File: src/rtl/parking_gate_sequencer.sv
// parking_gate_sequencer: arbitrates entry/exit requests and sequences the shared barrier through open, pass and close.
module parking_gate_sequencer #(
  parameter int OPEN_CYCLES  = 4,
  parameter int PASS_TIMEOUT = 16
) (
  input  logic clk,
  input  logic rst,
  input  logic entry_req,
  input  logic entry_is_uni,
  input  logic exit_req,
  input  logic exit_is_uni,
  input  logic uni_is_vacated_space,
  input  logic is_vacated_space,
  input  logic pass_sensor,
  output logic entry_grant,
  output logic exit_grant,
  output logic entry_reject,
  output logic gate_open,
  output logic car_entered,
  output logic is_uni_car_entered,
  output logic car_exited,
  output logic is_uni_car_exited,
  output logic timeout,
  output logic busy
);
  localparam int MAXC = OPEN_CYCLES > PASS_TIMEOUT ? OPEN_CYCLES : PASS_TIMEOUT;
  localparam int CW = $clog2(MAXC + 1);
  localparam logic [CW-1:0] OPEN_LOAD = CW'(OPEN_CYCLES - 1);
  localparam logic [CW-1:0] PASS_LOAD = CW'(PASS_TIMEOUT - 1);
  typedef enum logic [1:0] {IDLE, OPENING, WAIT_PASS, CLOSING} state_t;
  state_t state, state_n;
  logic [CW-1:0] cnt, cnt_n;
  logic dir, dir_n, uni, uni_n, last_exit, last_n, blocked, blocked_n;
  logic eg, xg, er, ce, cx, to;
  logic ent_ok, sel_exit, sel_entry, space_ok;
  // dir=1 means the latched passage is an exit; ties go opposite the last served side
  assign ent_ok    = entry_req & ~blocked;
  assign sel_exit  = exit_req & (~ent_ok | ~last_exit);
  assign sel_entry = ent_ok & ~sel_exit;
  assign space_ok  = entry_is_uni ? uni_is_vacated_space : is_vacated_space;
  always_comb begin
    state_n   = state;
    cnt_n     = cnt != '0 ? cnt - 1'b1 : cnt;
    dir_n     = dir;
    uni_n     = uni;
    last_n    = last_exit;
    blocked_n = blocked & entry_req;
    eg = 1'b0;
    xg = 1'b0;
    er = 1'b0;
    ce = 1'b0;
    cx = 1'b0;
    to = 1'b0;
    case (state)
      IDLE: begin
        if (sel_exit || (sel_entry && space_ok)) begin
          xg      = sel_exit;
          eg      = ~sel_exit;
          dir_n   = sel_exit;
          last_n  = sel_exit;
          uni_n   = sel_exit ? exit_is_uni : entry_is_uni;
          cnt_n   = OPEN_LOAD;
          state_n = OPENING;
        end else if (sel_entry) begin
          er        = 1'b1;
          blocked_n = 1'b1;
        end
      end
      OPENING: begin
        if (cnt == '0) begin
          cnt_n   = PASS_LOAD;
          state_n = WAIT_PASS;
        end
      end
      WAIT_PASS: begin
        if (pass_sensor || cnt == '0) begin
          ce      = pass_sensor & ~dir;
          cx      = pass_sensor & dir;
          to      = ~pass_sensor;
          cnt_n   = OPEN_LOAD;
          state_n = CLOSING;
        end
      end
      default: state_n = (cnt == '0 && !pass_sensor) ? IDLE : CLOSING;
    endcase
  end
  always_ff @(posedge clk) begin
    if (rst) begin
      state              <= IDLE;
      cnt                <= '0;
      dir                <= 1'b0;
      uni                <= 1'b0;
      last_exit          <= 1'b0;
      blocked            <= 1'b0;
      entry_grant        <= 1'b0;
      exit_grant         <= 1'b0;
      entry_reject       <= 1'b0;
      gate_open          <= 1'b0;
      car_entered        <= 1'b0;
      is_uni_car_entered <= 1'b0;
      car_exited         <= 1'b0;
      is_uni_car_exited  <= 1'b0;
      timeout            <= 1'b0;
      busy               <= 1'b0;
    end else begin
      state              <= state_n;
      cnt                <= cnt_n;
      dir                <= dir_n;
      uni                <= uni_n;
      last_exit          <= last_n;
      blocked            <= blocked_n;
      entry_grant        <= eg;
      exit_grant         <= xg;
      entry_reject       <= er;
      gate_open          <= state == OPENING || state == WAIT_PASS;
      car_entered        <= ce;
      is_uni_car_entered <= ce & uni;
      car_exited         <= cx;
      is_uni_car_exited  <= cx & uni;
      timeout            <= to;
      busy               <= state != IDLE;
    end
  end
endmodule

File: config.mk
export PLATFORM = sky130hd
export DESIGN_NAME = parking_gate_sequencer
export DESIGN_NICKNAME = d
export VERILOG_FILES = /design/src/rtl/parking_gate_sequencer.sv
export SDC_FILE = /design/constraint.sdc
export NUM_CORES = 1
export LEC_CHECK = 0
export CORE_MARGIN = 10
export CORE_UTILIZATION = 45
export DETAILED_ROUTE_END_ITERATION = 8
export PLACE_DENSITY_LB_ADDON = 0.2
export SLEW_MARGIN = 15
export SYNTH_ARGS = -nofsm -noshare
export SYNTH_HDL_FRONTEND = slang
export SYNTH_SLANG_ARGS = --single-unit
File: constraint.sdc
create_clock -name clk -period 1.6 [get_ports clk]
set_input_delay 0.32 -clock clk [delete_from_list [all_inputs] [get_ports clk]]
set_output_delay 0.32 -clock clk [all_outputs]
set_load 0.005 [all_outputs]
==> flow_summary_export.csv, run 1 <==
group,metric,value,unit
outcome,outcome,"finished clean",
power_and_ir_drop,p_clk_frac,0.121,
grt,grt_max_degree,14,
synthesis,yosysUniqueCellTypes,41,
timing,worstMarginPinSlew,0.353,ns
place,routabilityCongestion,0.850,
timing,finalSetupViolCount,0,
cells_and_area,final_util,0.727,
timing,rsz0062_at_grt,"yes",
cells_and_area,diodes,0,
timing,hold_violations,0,
synthesis,syn_avg_cell_area,9.70,µm²
synthesis,synth_nets,119,
floorplanning,die_area,4570,µm²
grt,grt_pass1_vias,928,
timing,max_freq,0.647,GHz
setup_path,slowest_stage,"or4b_4",
routing,via_count,946,
cells_and_area,area_growth_syn_to_layout,56.4,%
power_and_ir_drop,leakagePower,0.673,nW
clocking,cts_buffer_depth,2,
cells_and_area,fin_area,1590,µm²
timing,whs,0.503,ns
timing,setup-tns-final,0,ns
clocking,ctsHoldBuffers,0,
setup_path,crit_path_cell_trace,"inv_2, ha_4, or4b_4, a2111oi_4, a211oi_1",
synthesis,synth_seq_cells,20,
min_path,hold_depth,1,
place,hpwlAfterDp,2020,µm
setup_path,crit_path_end_kind,"register",
floorplanning,start_util,0.465,
power_and_ir_drop,power.switching,0.000927,W
clocking,clkSinkCount,20,
place,placed_area,1440,µm²
setup_path,critPathKind,"register to register",
min_path,hp-start,"uni$_SDFFE_PP0P_",
clocking,cts_tree,"built",
floorplanning,io_pins,19,
grt,grt_util_all_layers,0.120,
synthesis,ys_seq_area_frac,0.393,
routing,via_per_inst,5.31,
place,dp_cells,172,
setup_path,r2r_setup_slack,0.05,ns
power_and_ir_drop,peakVddDrop,962,µV
synthesis,ys_warn_count,0,
setup_path,reg2regPathDepth,5,
clocking,clkTransAtPathRegs,0.11,ns
power_and_ir_drop,p_int,0.00156,W
floorplanning,fp.coreArea,2190,µm²
min_path,min_path_type,"register to register",
job,maxCapViolations,0,
setup_path,startpoint_type,"register",
floorplanning,fp.dieH,67.6,µm
routing,routed_wl,2760,µm
cells_and_area,drive_above_1_share,0.393,
timing,drv_slew,0,
synthesis,synth-edff-count,0,
clocking,clkLatencyLatePin,0.31,ns
floorplanning,rows,17,
timing,slew_headroom,0.758,
clocking,cts_buffers,3,
place,portBuffers,18,
routing,drt.antenna.violating_nets,0,
power_and_ir_drop,powerDensity,1560,nW/µm²
cells_and_area,layout.nets,165,
min_path,whs_endpoint,"is_uni_car_entered$_SDFF_PP0_",
routing,drt_drc_violations_left,0,
setup_path,critPathTopFamily,"simple AND/OR/NAND/NOR gates",
synthesis,async_flop_share,0,
clocking,h-tree-depth,1,
power_and_ir_drop,p_comb_frac,0.597,
clocking,root_buffer,"clkbuf_4",
routing,drtPass1Iterations,6,
setup_path,rr_startpoint,"cnt[0]$_SDFF_PP0_",
setup_path,crit_fanout,5,
synthesis,syn_area,1020,µm²
setup_path,slowest_delay,0.51,ns
setup_path,critPathBufInv,1,
timing,final.setup_skew,0.00137,ns
grt,grt_pass1_wl,4260,µm
routing,drt_iter0_drc,25,
timing,finalCritPeriodShare,0.966,
setup_path,crit_required,1.81,ns
synthesis,netlist_instances,105,
grt,antenna_found_initial,0,
power_and_ir_drop,power_frac_seq,0.282,
grt,overflow,0,
timing,min_period,1.55,ns
routing,routedWlPerCell,15.5,µm
setup_path,critPathArrivalTime,1.75,ns
cells_and_area,fin_cells,178,
floorplanning,die_w,67.6,µm
power_and_ir_drop,switching_share,0.373,
setup_path,rr_endpoint,"cnt[3]$_SDFF_PP0_",
synthesis,ys.flop_type,"dfxtp_1",
==> placed cells by master, fill, tap and decap left out, types with 3 or more instances in the layout <==
cell             netlist  routed
clkdlybuf4s50_1        0      14
nor2_1                 8       8
inv_2                  0       4
a21oi_1                5       4
dfxtp_2                0       3
dlymetal6s2s_1         0       3
nand2b_1               4       4
dfxtp_1               20      17
buf_4                  0      24
inv_1                  8       4
clkbuf_4               0       3
xnor2_1                3       3
nand2_1                5       5
ha_4                   0       3
nor3_1                 5       5
and2_1                 3       3
==> worst max path at each step <==
stage | startpoint | to | slack [ns] | cells past startpoint
after CTS | state[0]$_SDFFE_PP0P_ | cnt[3]$_SDFF_PP0_ | -0.003 | 8
final | cnt[0]$_SDFF_PP0_ | cnt[3]$_SDFF_PP0_ | 0.05 | 5
after detailed placement | entry_is_uni | cnt[4]$_SDFF_PP0_ | -0.44 | 6
after global routing | blocked$_SDFF_PP0_ | cnt[4]$_SDFF_PP0_ | -0.01 | 5
after floorplan | cnt[0]$_SDFF_PP0_ | state[0]$_SDFFE_PP0P_ | 0.01 | 6
after global placement | entry_is_uni | cnt[4]$_SDFF_PP0_ | -0.41 | 6
==> cell families after synthesis <==
group,Yosys count,share of synthesized area
AOI/OAI and AO/OA,23,0.193
xor gates and xnor gates,3,0.0258
adders and majority gates,5,0.0614
buffers and inverters,12,0.0467
DFF,20,0.393
muxes,4,0.0455
and+or+nand+nor,38,0.235
==> layout make-up <==
| class | instances | area, µm² |
|---|---|---|
| Multi-Input combinational cell | 73 | 678 |
| Fill cell | 154 | 598 |
| Timing Repair Buffer | 45 | 409 |
| Sequential cell | 20 | 404 |
| Clock buffer | 4 | 36.3 |
| Tap cell | 28 | 35.0 |
| Inverter | 8 | 30.0 |
==> metal layers <==
| metal | vias up | wire (µm) | global-route usage |
|---|---|---|---|
| met5 | - | 0 | 0 |
| met4 | 0 | 69 | 0.0436 |
| met3 | 7 | 137 | 0.0347 |
| met2 | 18 | 1410 | 0.209 |
| met1 | 451 | 1140 | 0.134 |
| li1 | 470 | - | - |
==> power by group through the flow <==
| stage | Clock (W) | Combinational [W] | Sequential (W) |
|---|---|---|---|
| after floorplan | 0 | 0.000771 | 0.000698 |
| final | 0.000302 | 0.00149 | 0.000701 |
| after global routing | 0.000340 | 0.00162 | 0.000714 |
| after CTS | 0.000300 | 0.00131 | 0.000685 |
| after detailed placement | 0 | 0.00127 | 0.000697 |
| after global placement | 0 | 0.00123 | 0.000692 |
==> metrics by stage <==
stage          setup WS, ns  total power [W]
2_1_floorplan        0.0107          0.00147
3_3_place_gp         -0.406          0.00192
3_5_place_dp         -0.443          0.00197
4_1_cts            -0.00329          0.00230
5_1_grt             -0.0128          0.00267
6_report             0.0540          0.00249
==> cells in the mapped netlist, types with 2 or more instances <==
cell type   n  area (µm²)
dfxtp_1    20         400
inv_1       8        30.0
nor2_1      8        30.0
a21oi_1     5        25.0
ha_1        5        62.6
nand2_1     5        18.8
nor3_1      5        25.0
nand2b_1    4        25.0
and2_1      3        18.8
xnor2_1     3        26.3
a2111oi_2   2        30.0
a311oi_1    2        17.5
a31oi_1     2        12.5
buf_2       2        10.0
mux2i_1     2        20.0
nor3b_1     2        15.0
nor4_1      2        12.5
o21ai_0     2        10.0
==> state kept, by name, summed over array words and instances, names as in the netlist <==
| name | count |
|---|---|
| blocked | 1 |
| busy | 1 |
| car_entered | 1 |
| car_exited | 1 |
| cnt | 5 |
| entry_grant | 1 |
| entry_reject | 1 |
| exit_grant | 1 |
| gate_open | 1 |
| is_uni_car_entered | 1 |
| is_uni_car_exited | 1 |
| last_exit | 1 |
| state | 2 |
| timeout | 1 |
| uni | 1 |
==> what timing repair did <==
action	CTS	global route
gates resized for setup	4	24
pin swaps	2	6
cloned	0	0
buffers inserted	1	1
setup endpoints to repair	6	9
Power figures use the tool's default switching activity.
==> run 2, diff against run 1 <==
Settings changed: PLACE_DENSITY set to 0.73, PLACE_DENSITY_LB_ADDON 0.2 to not set.
==> flow_summary_export.csv, run 2 (synthesis gave the netlist of run 1 again) <==
group,metric,value,unit
setup_path,crit_path_cell_trace,"inv_2, ha_4, or4b_4, a2111oi_2, a211oi_1",
clocking,cts_buffer_depth,2,
timing,slew_headroom,0.641,
floorplanning,die_area,4570,µm²
cells_and_area,drive_above_1_share,0.345,
floorplanning,die_w,67.6,µm
cells_and_area,final_common_cell,"buf_4",
clocking,cts_tree,"built",
grt,overflow,0,
routing,routedWlPerCell,16.9,µm
cells_and_area,area_growth_syn_to_layout,53.2,%
cells_and_area,largest-register,"cnt",
clocking,cts_buffers,3,
power_and_ir_drop,power,0.00276,W
timing,rsz0062_at_grt,"yes",
place,placed_area,1390,µm²
setup_path,slowest_stage,"or4b_4",
cells_and_area,fin_area,1560,µm²
setup_path,critPathKind,"register to register",
grt,antenna_found_initial,0,
setup_path,slowest_delay,0.53,ns
setup_path,critPathArrivalTime,1.86,ns
cells_and_area,largest_reg_flops,5,
routing,via_per_inst,5.56,
timing,min_period,1.66,ns
grt,grt_max_degree,13,
timing,finalSetupViolCount,2,
clocking,clkSinkCount,20,
floorplanning,fp.dieH,67.6,µm
timing,worstMarginPinSlew,0.525,ns
setup_path,critPathTopFamily,"simple AND/OR/NAND/NOR gates",
power_and_ir_drop,powerDensity,1770,nW/µm²
job,maxCapViolations,0,
routing,drtPass1Iterations,4,
grt,grt_pass1_vias,943,
clocking,clkTransAtPathRegs,0.12,ns
timing,hold_violations,0,
routing,drt_iter0_drc,31,
grt,grt_util_all_layers,0.122,
cells_and_area,top_regs,"cnt x5, state x2",
place,dp_cells,168,
routing,routed_wl,2970,µm
power_and_ir_drop,leakagePower,0.654,nW
clocking,h-tree-depth,1,
timing,final.setup_skew,0.00162,ns
min_path,min_path_type,"primary input to register",
floorplanning,rows,17,
setup_path,cp.depth,5,
routing,drt_drc_violations_left,0,
timing,worst_slack,-0.0554,ns
cells_and_area,fin_cells,176,
timing,whs,0.461,ns
setup_path,r2r_setup_slack,-0.06,ns
place,hpwlAfterDp,2050,µm
power_and_ir_drop,peakVddDrop,1200,µV
place,portBuffers,18,
setup_path,reg2regPathDepth,5,
setup_path,crit_path_end_kind,"register",
clocking,ctsHoldBuffers,0,
setup_path,crit_required,1.81,ns
floorplanning,io_pins,19,
clocking,clkLatencyLatePin,0.32,ns
cells_and_area,layout.nets,163,
cells_and_area,final_util,0.712,
floorplanning,fp.coreArea,2190,µm²
clocking,root_buffer,"clkbuf_4",
cells_and_area,layout_common_cells,"24 x buf_4, 20 x dfxtp_1, 15 x clkdlybuf4s50_1",
setup_path,critPathBufInv,1,
cells_and_area,diodes,0,
outcome,outcome,"complete, but fails checks",
setup_path,crit_fanout,5,
grt,grt_pass1_wl,4340,µm
place,routabilityCongestion,0.844,
routing,drt.antenna.violating_nets,0,
setup_path,startpoint_type,"register",
routing,via_count,979,
timing,drv_slew,0,
timing,max_freq,0.604,GHz
floorplanning,start_util,0.465,
timing,finalCritPeriodShare,1.03,
outcome,violations,"negative setup slack",
min_path,hold_depth,4,
==> run 2: where the power goes <==
group	total [W]	internal, W	switching, W
clock network	0.000429	0.000254	0.000175
logic	0.00164	0.000879	0.000764
registers	0.000690	0.000611	0.0000787
==> run 2: what timing repair did <==
action,in CTS,in global routing
pin swaps,1,4
setup buffers,1,3
gates resized for setup,4,16
setup endpoints to repair,5,6
==> run 2: path summary, 6_finish.rpt <==
path / startpoint / end
worst min-delay path: is_vacated_space / entry_reject$_SDFF_PP0_
worst min register to register: uni$_SDFFE_PP0P_ / is_uni_car_entered$_SDFF_PP0_
worst max register to register: cnt[0]$_SDFF_PP0_ / cnt[3]$_SDFF_PP0_
worst max-delay path: cnt[0]$_SDFF_PP0_ / cnt[3]$_SDFF_PP0_
==> run 2: worst min-delay path: cells and delay by family <==
kind          cells  cell delay (ns)
simple gates      1             0.04
mux               1             0.18
buf+inv           2             0.21
==> run 2: per-layer routing <==
metal | vias up | global-route usage | routed length [µm]
li1 | 463 | - | -
met1 | 473 | 0.142 | 1230
met2 | 32 | 0.197 | 1490
met3 | 11 | 0.0380 | 158
met4 | 0 | 0.0641 | 101
met5 | - | 0 | 0
==> run 2: layout make-up <==
cell class / count / area, µm²
clock inverter: 1 / 30.0
timing repair buffer: 43 / 375
inverter: 8 / 30.0
clock buffer: 3 / 22.5
multi-input combinational: 73 / 667
tap: 28 / 35.0
fill: 163 / 631
sequential: 20 / 400
==> run 2: through the flow <==
| stage | setup TNS, ns | setup WS [ns] |
|---|---|---|
| final | -0.0724 | -0.0554 |
| after global routing | -0.407 | -0.162 |
| after CTS | 0 | 0.00373 |
| after detailed placement | -3.15 | -0.483 |
| after global placement | -2.70 | -0.451 |
| after floorplan | 0 | 0.0107 |
==> run 3, diff against run 2 <==
Settings changed: PLACE_DENSITY 0.73 to 0.7.
==> flow_summary_export.csv, run 3 (synthesis gave the netlist of run 1 again) <==
group,metric,value,unit
outcome,outcome,"finished clean",
place,routabilityCongestion,0.755,
cells_and_area,fill_cells,168,
grt,antenna_found_initial,0,
clocking,clkLatencyLatePin,0.31,ns
power_and_ir_drop,leakagePower,0.653,nW
power_and_ir_drop,peakVddDrop,862,µV
timing,rsz0062_at_grt,"yes",
setup_path,slowest_stage,"or4b_4",
clocking,root_buffer,"clkbuf_4",
setup_path,crit_fanout,4,
setup_path,cp.depth,5,
grt,use_met1,0.146,
timing,finalSetupViolCount,0,
timing,slew_headroom,0.711,
setup_path,setup.worst_path.start,"cnt[0]$_SDFF_PP0_",
timing,final.setup_skew,0.0117,ns
timing,drv_slew,0,
setup_path,rr_startpoint,"cnt[0]$_SDFF_PP0_",
floorplanning,fp.dieH,67.6,µm
cells_and_area,fin_cells,178,
setup_path,crit_path_cell_trace,"inv_1, ha_4, or4b_4, a2111oi_4, a211oi_1",
grt,grt_busiest_layer,"met2",
setup_path,r2r_setup_slack,0.007,ns
cells_and_area,drive_above_1_share,0.320,
grt,grt_pass1_wl,4280,µm
timing,min_period,1.59,ns
routing,drt.antenna.violating_nets,0,
cells_and_area,ff_latch_area,402,µm²
floorplanning,fp.coreArea,2190,µm²
clocking,clkTransAtPathRegs,0.13,ns
cells_and_area,largest-register,"cnt",
setup_path,slowest_delay,0.50,ns
setup_path,critPathArrivalTime,1.80,ns
timing,worst_slack,0.00657,ns
timing,max_freq,0.628,GHz
clocking,ctsHoldBuffers,0,
routing,drt_drc_violations_left,0,
routing,drt_iter0_drc,26,
setup_path,crit_path_end_kind,"register",
setup_path,startpoint_type,"register",
grt,met3_usage,0.0364,
grt,grt_util_all_layers,0.117,
setup_path,critPathTopFamily,"simple AND/OR/NAND/NOR gates",
setup_path,critPathBufInv,1,
clocking,cts_tree,"built",
job,maxCapViolations,0,
min_path,min_path_type,"primary input to register",
floorplanning,rows,17,
floorplanning,die_w,67.6,µm
setup_path,reg2regPathDepth,5,
setup_path,crit_required,1.80,ns
floorplanning,die_area,4570,µm²
routing,drtPass1Iterations,4,
grt,grt_max_degree,12,
place,portBuffers,18,
place,place_ws,-0.429,ns
timing,worstMarginPinSlew,0.432,ns
min_path,hold_depth,3,
clocking,clkSinkCount,20,
clocking,h-tree-depth,1,
cells_and_area,largest_reg_flops,5,
cells_and_area,layout.nets,165,
power_and_ir_drop,power,0.00235,W
cells_and_area,layout_common_cells,"27 x buf_4, 19 x dfxtp_1, 14 x clkdlybuf4s50_1",
routing,via_count,952,
cells_and_area,multiInputGateArea,636,µm²
place,dp_cells,173,
timing,whs,0.483,ns
setup_path,critPathKind,"register to register",
clocking,cts_buffer_depth,2,
routing,routed_wl,2690,µm
cells_and_area,area_growth_syn_to_layout,50.0,%
cells_and_area,top_regs,"cnt x5, state x2",
routing,via_per_inst,5.35,
grt,grt_pass1_vias,956,
setup_path,rr_endpoint,"cnt[3]$_SDFF_PP0_",
grt,overflow,0,
floorplanning,io_pins,19,
clocking,cts_buffers,3,
grt,grt_use_met2,0.189,
place,hpwlAfterDp,2020,µm
timing,finalCritPeriodShare,0.996,
timing,hold_violations,0,
power_and_ir_drop,powerDensity,1540,nW/µm²
floorplanning,start_util,0.465,
setup_path,setup.worst_path.end,"cnt[3]$_SDFF_PP0_",
cells_and_area,diodes,0,
cells_and_area,final_common_cell,"buf_4",
routing,routedWlPerCell,15.1,µm
run 3: metal layers:
metal	share of wire	routed length [µm]
met1	0.44	1190
met2	0.48	1310
met4	0.014	37
met3	0.057	153
met5	0	0
run 3: final cells by class:
cell class	instances	share of cell area
sequential	20	0.263
multi-input combinational	73	0.416
timing repair buffer	45	0.255
tap	28	0.0229
clock buffer	4	0.0238
inverter	8	0.0197
run 3: repair_timing:
action / CTS / global route
pin swaps: 0 / 3
gates resized for setup: 6 / 7
setup buffers: 1 / 0
endpoints found under the setup margin: 6 / 8
run 3: metrics by stage:
stage	setup TNS, ns	area (µm²)	util
finish	0	1530	0.697
global route	-0.363	1530	0.697
CTS	0	1500	0.685
detailed placement	-3.04	1430	0.653
global placement	-2.58	1430	0.653
floorplan	0	1040	-
run 3: tightest hold or removal path: stages:
cell and delay [ns]:
dlymetal6s2s_1 0.15, buf_4 0.15, nor3b_1 0.12
run 3: power by group:
part / internal [W] / switching (W) / leakage, nW
Combinational: 0.000738 / 0.000618 / 0.468
Sequential: 0.000613 / 0.0000770 / 0.164
Clock: 0.000139 / 0.000169 / 0.0210
run 3: worst min-delay path by stage:
stage	slack, ns	startpoint	end
global placement	0.47	uni$_SDFFE_PP0P_	is_uni_car_exited$_SDFF_PP0_
floorplan	0.43	exit_req	entry_grant$_SDFF_PP0_
CTS	0.50	uni$_SDFFE_PP0P_	is_uni_car_exited$_SDFF_PP0_
finish	0.48	entry_req	blocked$_SDFF_PP0_
detailed placement	0.48	uni$_SDFFE_PP0P_	is_uni_car_exited$_SDFF_PP0_
global route	0.49	entry_req	blocked$_SDFF_PP0_
==> RTL change 1, RTL diff (settings of run 1) <==
The parameter `OPEN_CYCLES` goes from 4 to 8.
--- a/src/rtl/parking_gate_sequencer.sv
+++ b/src/rtl/parking_gate_sequencer.sv
@@ -1,5 +1,5 @@
 // parking_gate_sequencer: arbitrates entry/exit requests and sequences the shared barrier through open, pass and close.
 module parking_gate_sequencer #(
-  parameter int OPEN_CYCLES  = 4,
+  parameter int OPEN_CYCLES  = 8,
   parameter int PASS_TIMEOUT = 16
 ) (
Check against the original RTL: not equivalent (Yosys sat finds a counterexample within 10 cycles, from zero or initial values and one cycle with rst high).
==> RTL change 1 against run 1 <==
- the run now ends with setup timing left
- count of clock-buffer cells in the layout is 1 lower
- cell area shrank 2.5%
- power grew 5.8%
- hold slack improved by 0.0042 ns
- wire length shrank 3.7%
- sequential cell count did not move
- worst setup slack got worse by 0.17 ns
- area after synthesis shrank 0.61%
- first-iteration DRC count is 12% higher
- critical path type unchanged
==> RTL change 1: results (changes against run 1) <==
outcome finished with violations (was finished clean); violated checks setup timing; crit path capture state[0]$_SDFFE_PP0P_ (was cnt[3]$_SDFF_PP0_); synth cell count leaders 20 x dfxtp_1, 10 x nor2_1, 9 x inv_1 (was 20 x dfxtp_1, 8 x inv_1, 8 x nor2_1); wire length on met3 117 microns (was 137 microns); Leak 0.660 nW (was 0.673 nW); first-pass GRT wire length 4320 microns (was 4260 microns); top area cells in the synthesized netlist dfxtp_1 40%, ha_1 6.2%, nor2_1 3.7%, inv_1 3.3%, a21oi_1 3.0% (was dfxtp_1 39%, ha_1 6.1%, a2111oi_2 2.9%, inv_1 2.9%, nor2_1 2.9%); Final setup violation count 5 (was 0); inverters 9 (was 8); Net Sw Power 0.952 mW (was 0.927 mW); comb_multi_in 77 (was 73); Rel. slew slack 75.7% (was 75.8%); Avg WL per Cell 14.4 microns (was 15.5 microns); met3 usage 2.98% (was 3.47%); Net Count, Synth 125 (was 119); clock skew 0.00221 ns (was 0.00137 ns); slowest stage delay, CP 0.49 ns (was 0.51 ns); Hold Path Depth 1 (unchanged); Iteration-0 DRC Markers 28 (was 25); clk cell area share 3.38% (was 2.28%); Peak VDD IR 0.00141 V (was 0.000962 V); Layout non-clock buf frac 25.3% (was 25.7%); post-route worst setup slack -0.117 ns (was 0.0540 ns); Layout Nets 171 (was 165); Post-Place Worst Slack -0.309 ns (was -0.443 ns); fraction of layout cells with a size suffix above 1 36.5% (was 39.3%); DR vias/cell 5.24 (was 5.31); fillers 181 (was 154); Plain + repair buffers 46 (was 45); seq_cells 20 (unchanged); Detail Placement HPWL 1950 microns (was 2020 microns); Crit Path Max Fanout 3 (was 5); Min Hold Slack 0.507 ns (was 0.503 ns); Pre-Repair DR Iteration Count 4 (was 6); R2R depth 6 (was 5); Yosys cell types 37 (was 41); max layer used met4 (unchanged); Comb power frac 57.2% (was 59.7%); vias in the first global route 1,029 (was 928); met2 Usage GRT 22.2% (was 20.9%); routability congestion estimate 0.866 (was 0.850); met2 routed WL 1400 microns (was 1410 microns); met1 usage 12.0% (was 13.4%); WL met1 1050 microns (was 1140 microns); Setup TNS Final -0.409 ns (was 0 ns); CP arrival 1.94 ns (was 1.75 ns); fraction of area in multi-input gates 40.9% (was 42.6%); sequential share of the synthesized area 39.6% (was 39.3%); crit path launch cnt[1]$_SDFF_PP0_ (was cnt[0]$_SDFF_PP0_)
==> RTL change 1: cells by family (layout without fill, tap and decap cells) <==
logic type	Yosys count	in the layout	share of synthesized area, %
muxes	4	4	5.32
xor gates and xnor gates	1	1	0.865
buffers and inverters	14	59	7.42
adders and majority gates	5	5	6.18
DFF	20	20	39.6
and+or+nand+nor	42	42	24.5
AOI/OAI and AO/OA	25	25	16.2
==> RTL change 1: through the flow <==
stage | std cells | total power, mW | utilization (%) | area, sq um
2_1_floorplan | 111 | 1.51 | - | 1040
3_3_place_gp | 179 | 1.97 | 64.8 | 1410
3_5_place_dp | 179 | 2.01 | 64.8 | 1410
4_1_cts | 183 | 2.48 | 67.9 | 1470
5_1_grt | 184 | 2.80 | 71.6 | 1550
6_report | 184 | 2.63 | 71.6 | 1550
==> RTL change 1: what timing repair did <==
item                                    CTS  global route
setup buffers                             0             1
pin swaps                                 2             1
gates resized for setup                   4            17
endpoints found under the setup margin    6             7
==> RTL change 2, RTL diff (flow settings as in run 1) <==
Made on the original files. Remove the register `is_uni_car_entered`: a continuous assignment takes its place, so the output `is_uni_car_entered` follows one clock earlier.
--- a/src/rtl/parking_gate_sequencer.sv
+++ b/src/rtl/parking_gate_sequencer.sv
@@ -98,5 +98,4 @@
       gate_open          <= 1'b0;
       car_entered        <= 1'b0;
-      is_uni_car_entered <= 1'b0;
       car_exited         <= 1'b0;
       is_uni_car_exited  <= 1'b0;
@@ -115,5 +114,4 @@
       gate_open          <= state == OPENING || state == WAIT_PASS;
       car_entered        <= ce;
-      is_uni_car_entered <= ce & uni;
       car_exited         <= cx;
       is_uni_car_exited  <= cx & uni;
@@ -122,4 +120,6 @@
     end
   end
+
+  assign is_uni_car_entered = ce & uni;
 endmodule
 
Behaviour: not the same (a bounded check fails within 10 cycles, from zero or initial values and one cycle with rst high).
==> RTL change 2 against run 1 <==
- the run now ends with setup timing left
- area after synthesis fell by 8.8%
- wire length down 12%
- sequential cell count fell by 1
- power up 6.5%
- cell count shrank 1.1%
- sequential share of layout area is 0.49 points higher
- core utilization grew 3.3 points
- cell area fell by 6.4%
- critical endpoint is now state[1]$_SDFFE_PP0P_
- worst setup slack lost 0.12 ns
- combinational power rose by 15%
==> RTL change 2: results (changes against run 1) <==
DR vias/cell 5.16 (was 5.31); Placed Instances 167 (was 172); Layout Cells excl Fill 176 (was 178); Peak VDD IR 0.00135 V (was 0.000962 V); met1 usage 12.4% (was 13.4%); Pre-Repair DR Iteration Count 4 (was 6); Comb power 1.72 mW (was 1.49 mW); vias in the first global route 882 (was 928); Post-Syn Instances 101 (was 105); hold worst-path end is_uni_car_exited$_SDFF_PP0_ (was is_uni_car_entered$_SDFF_PP0_); sw frac 37.0% (was 37.3%); Post-Place Worst Slack -0.363 ns (was -0.443 ns); largest net degree at the start of global routing 20 (was 14); clock skew 0.00118 ns (was 0.00137 ns); fillers 144 (was 154); GRT Total Usage 11.2% (was 12.0%); first-pass GRT wire length 3910 microns (was 4260 microns); worst skew pair latency 0.29 ns (was 0.31 ns); initial antenna violation count 0 (unchanged); worst hold path class flip-flop to flip-flop (unchanged); met3 usage 4.07% (was 3.47%); mux cell area share after synthesis 3.64% (was 4.55%); Avg WL per Cell 13.7 microns (was 15.5 microns); top area cells in the synthesized netlist dfxtp_1 41%, ha_1 6.7%, nor3_1 4.9%, mux2_2 3.6%, a21oi_1 3.2% (was dfxtp_1 39%, ha_1 6.1%, a2111oi_2 2.9%, inv_1 2.9%, nor2_1 2.9%); Worst Max-Slew Pin Slew 0.355 ns (was 0.353 ns); Yosys cell types 35 (was 41); xor/xnor share of the synthesized area 2.83% (was 2.58%); synth cell count leaders 19 x dfxtp_1, 9 x nor3_1, 8 x nor2_1 (was 20 x dfxtp_1, 8 x inv_1, 8 x nor2_1); Setup TNS Final -0.192 ns (was 0 ns); Layout Nets 164 (was 165); met2 Usage GRT 18.9% (was 20.9%); crit path capture state[1]$_SDFFE_PP0P_ (was cnt[3]$_SDFF_PP0_); fraction of layout cells with a size suffix above 1 41.6% (was 39.3%); post-route worst setup slack -0.0697 ns (was 0.0540 ns); sequential share of the synthesized area 41.0% (was 39.3%); R2R depth 6 (was 5); Synth Area in Compound Gates 17.0% (was 19.3%); Leak 0.624 nW (was 0.673 nW); post-CTS setup buffers 3 (was 1); violated checks setup timing; Clk pwr share 9.2% (was 12.1%); placed cell areas 1340 sq um (was 1440 sq um); Net Count, Synth 115 (was 119); Post-Synth Adder-Cell Area 6.74% (was 6.14%); Final setup violation count 3 (was 0); Detail Placement HPWL 1780 microns (was 2020 microns); routability congestion estimate 0.799 (was 0.850); post-cts resize count 16 (was 4); Iteration-0 DRC Markers 28 (was 25); Crit Path Max Fanout 3 (was 5); outcome finished with violations (was finished clean); Comb power frac 64.8% (was 59.7%); Min Hold Slack 0.494 ns (was 0.503 ns)
-- RTL change 2: changes by cell type after synthesis, moves of 3 or more --
| cell | run 1 | this run |
|---|---|---|
| mux2_2 | 0 | 3 |
| o21ai_0 | 2 | 5 |
| inv_1 | 8 | 5 |
| nor3_1 | 5 | 9 |
-- RTL change 2: layout make-up --
cell class / instances / area (sq um) / area share [%]
multi-input cells: 73 / 624 / 41.9
repair buffers: 48 / 400 / 26.9
flip-flops and latches: 19 / 385 / 25.9
well taps: 27 / 33.8 / 2.27
clock buffers: 3 / 22.5 / 1.51
inverters: 5 / 18.8 / 1.26
clock inverters: 1 / 5.00 / 0.336
-- RTL change 2: per-layer routing --
layer	share of wire, %	up-vias
met5	0	-
met4	1.9	0
met3	7.1	6
met2	50	24
met1	41	417
li1	-	461
-- RTL change 2: critical path, stage by stage (launching register included) --
cell	delay [ns]
dfxtp_2	0.34
inv_2	0.07
ha_4	0.13
or4b_4	0.50
nor3b_4	0.22
nor3_1	0.06
mux2_2	0.26
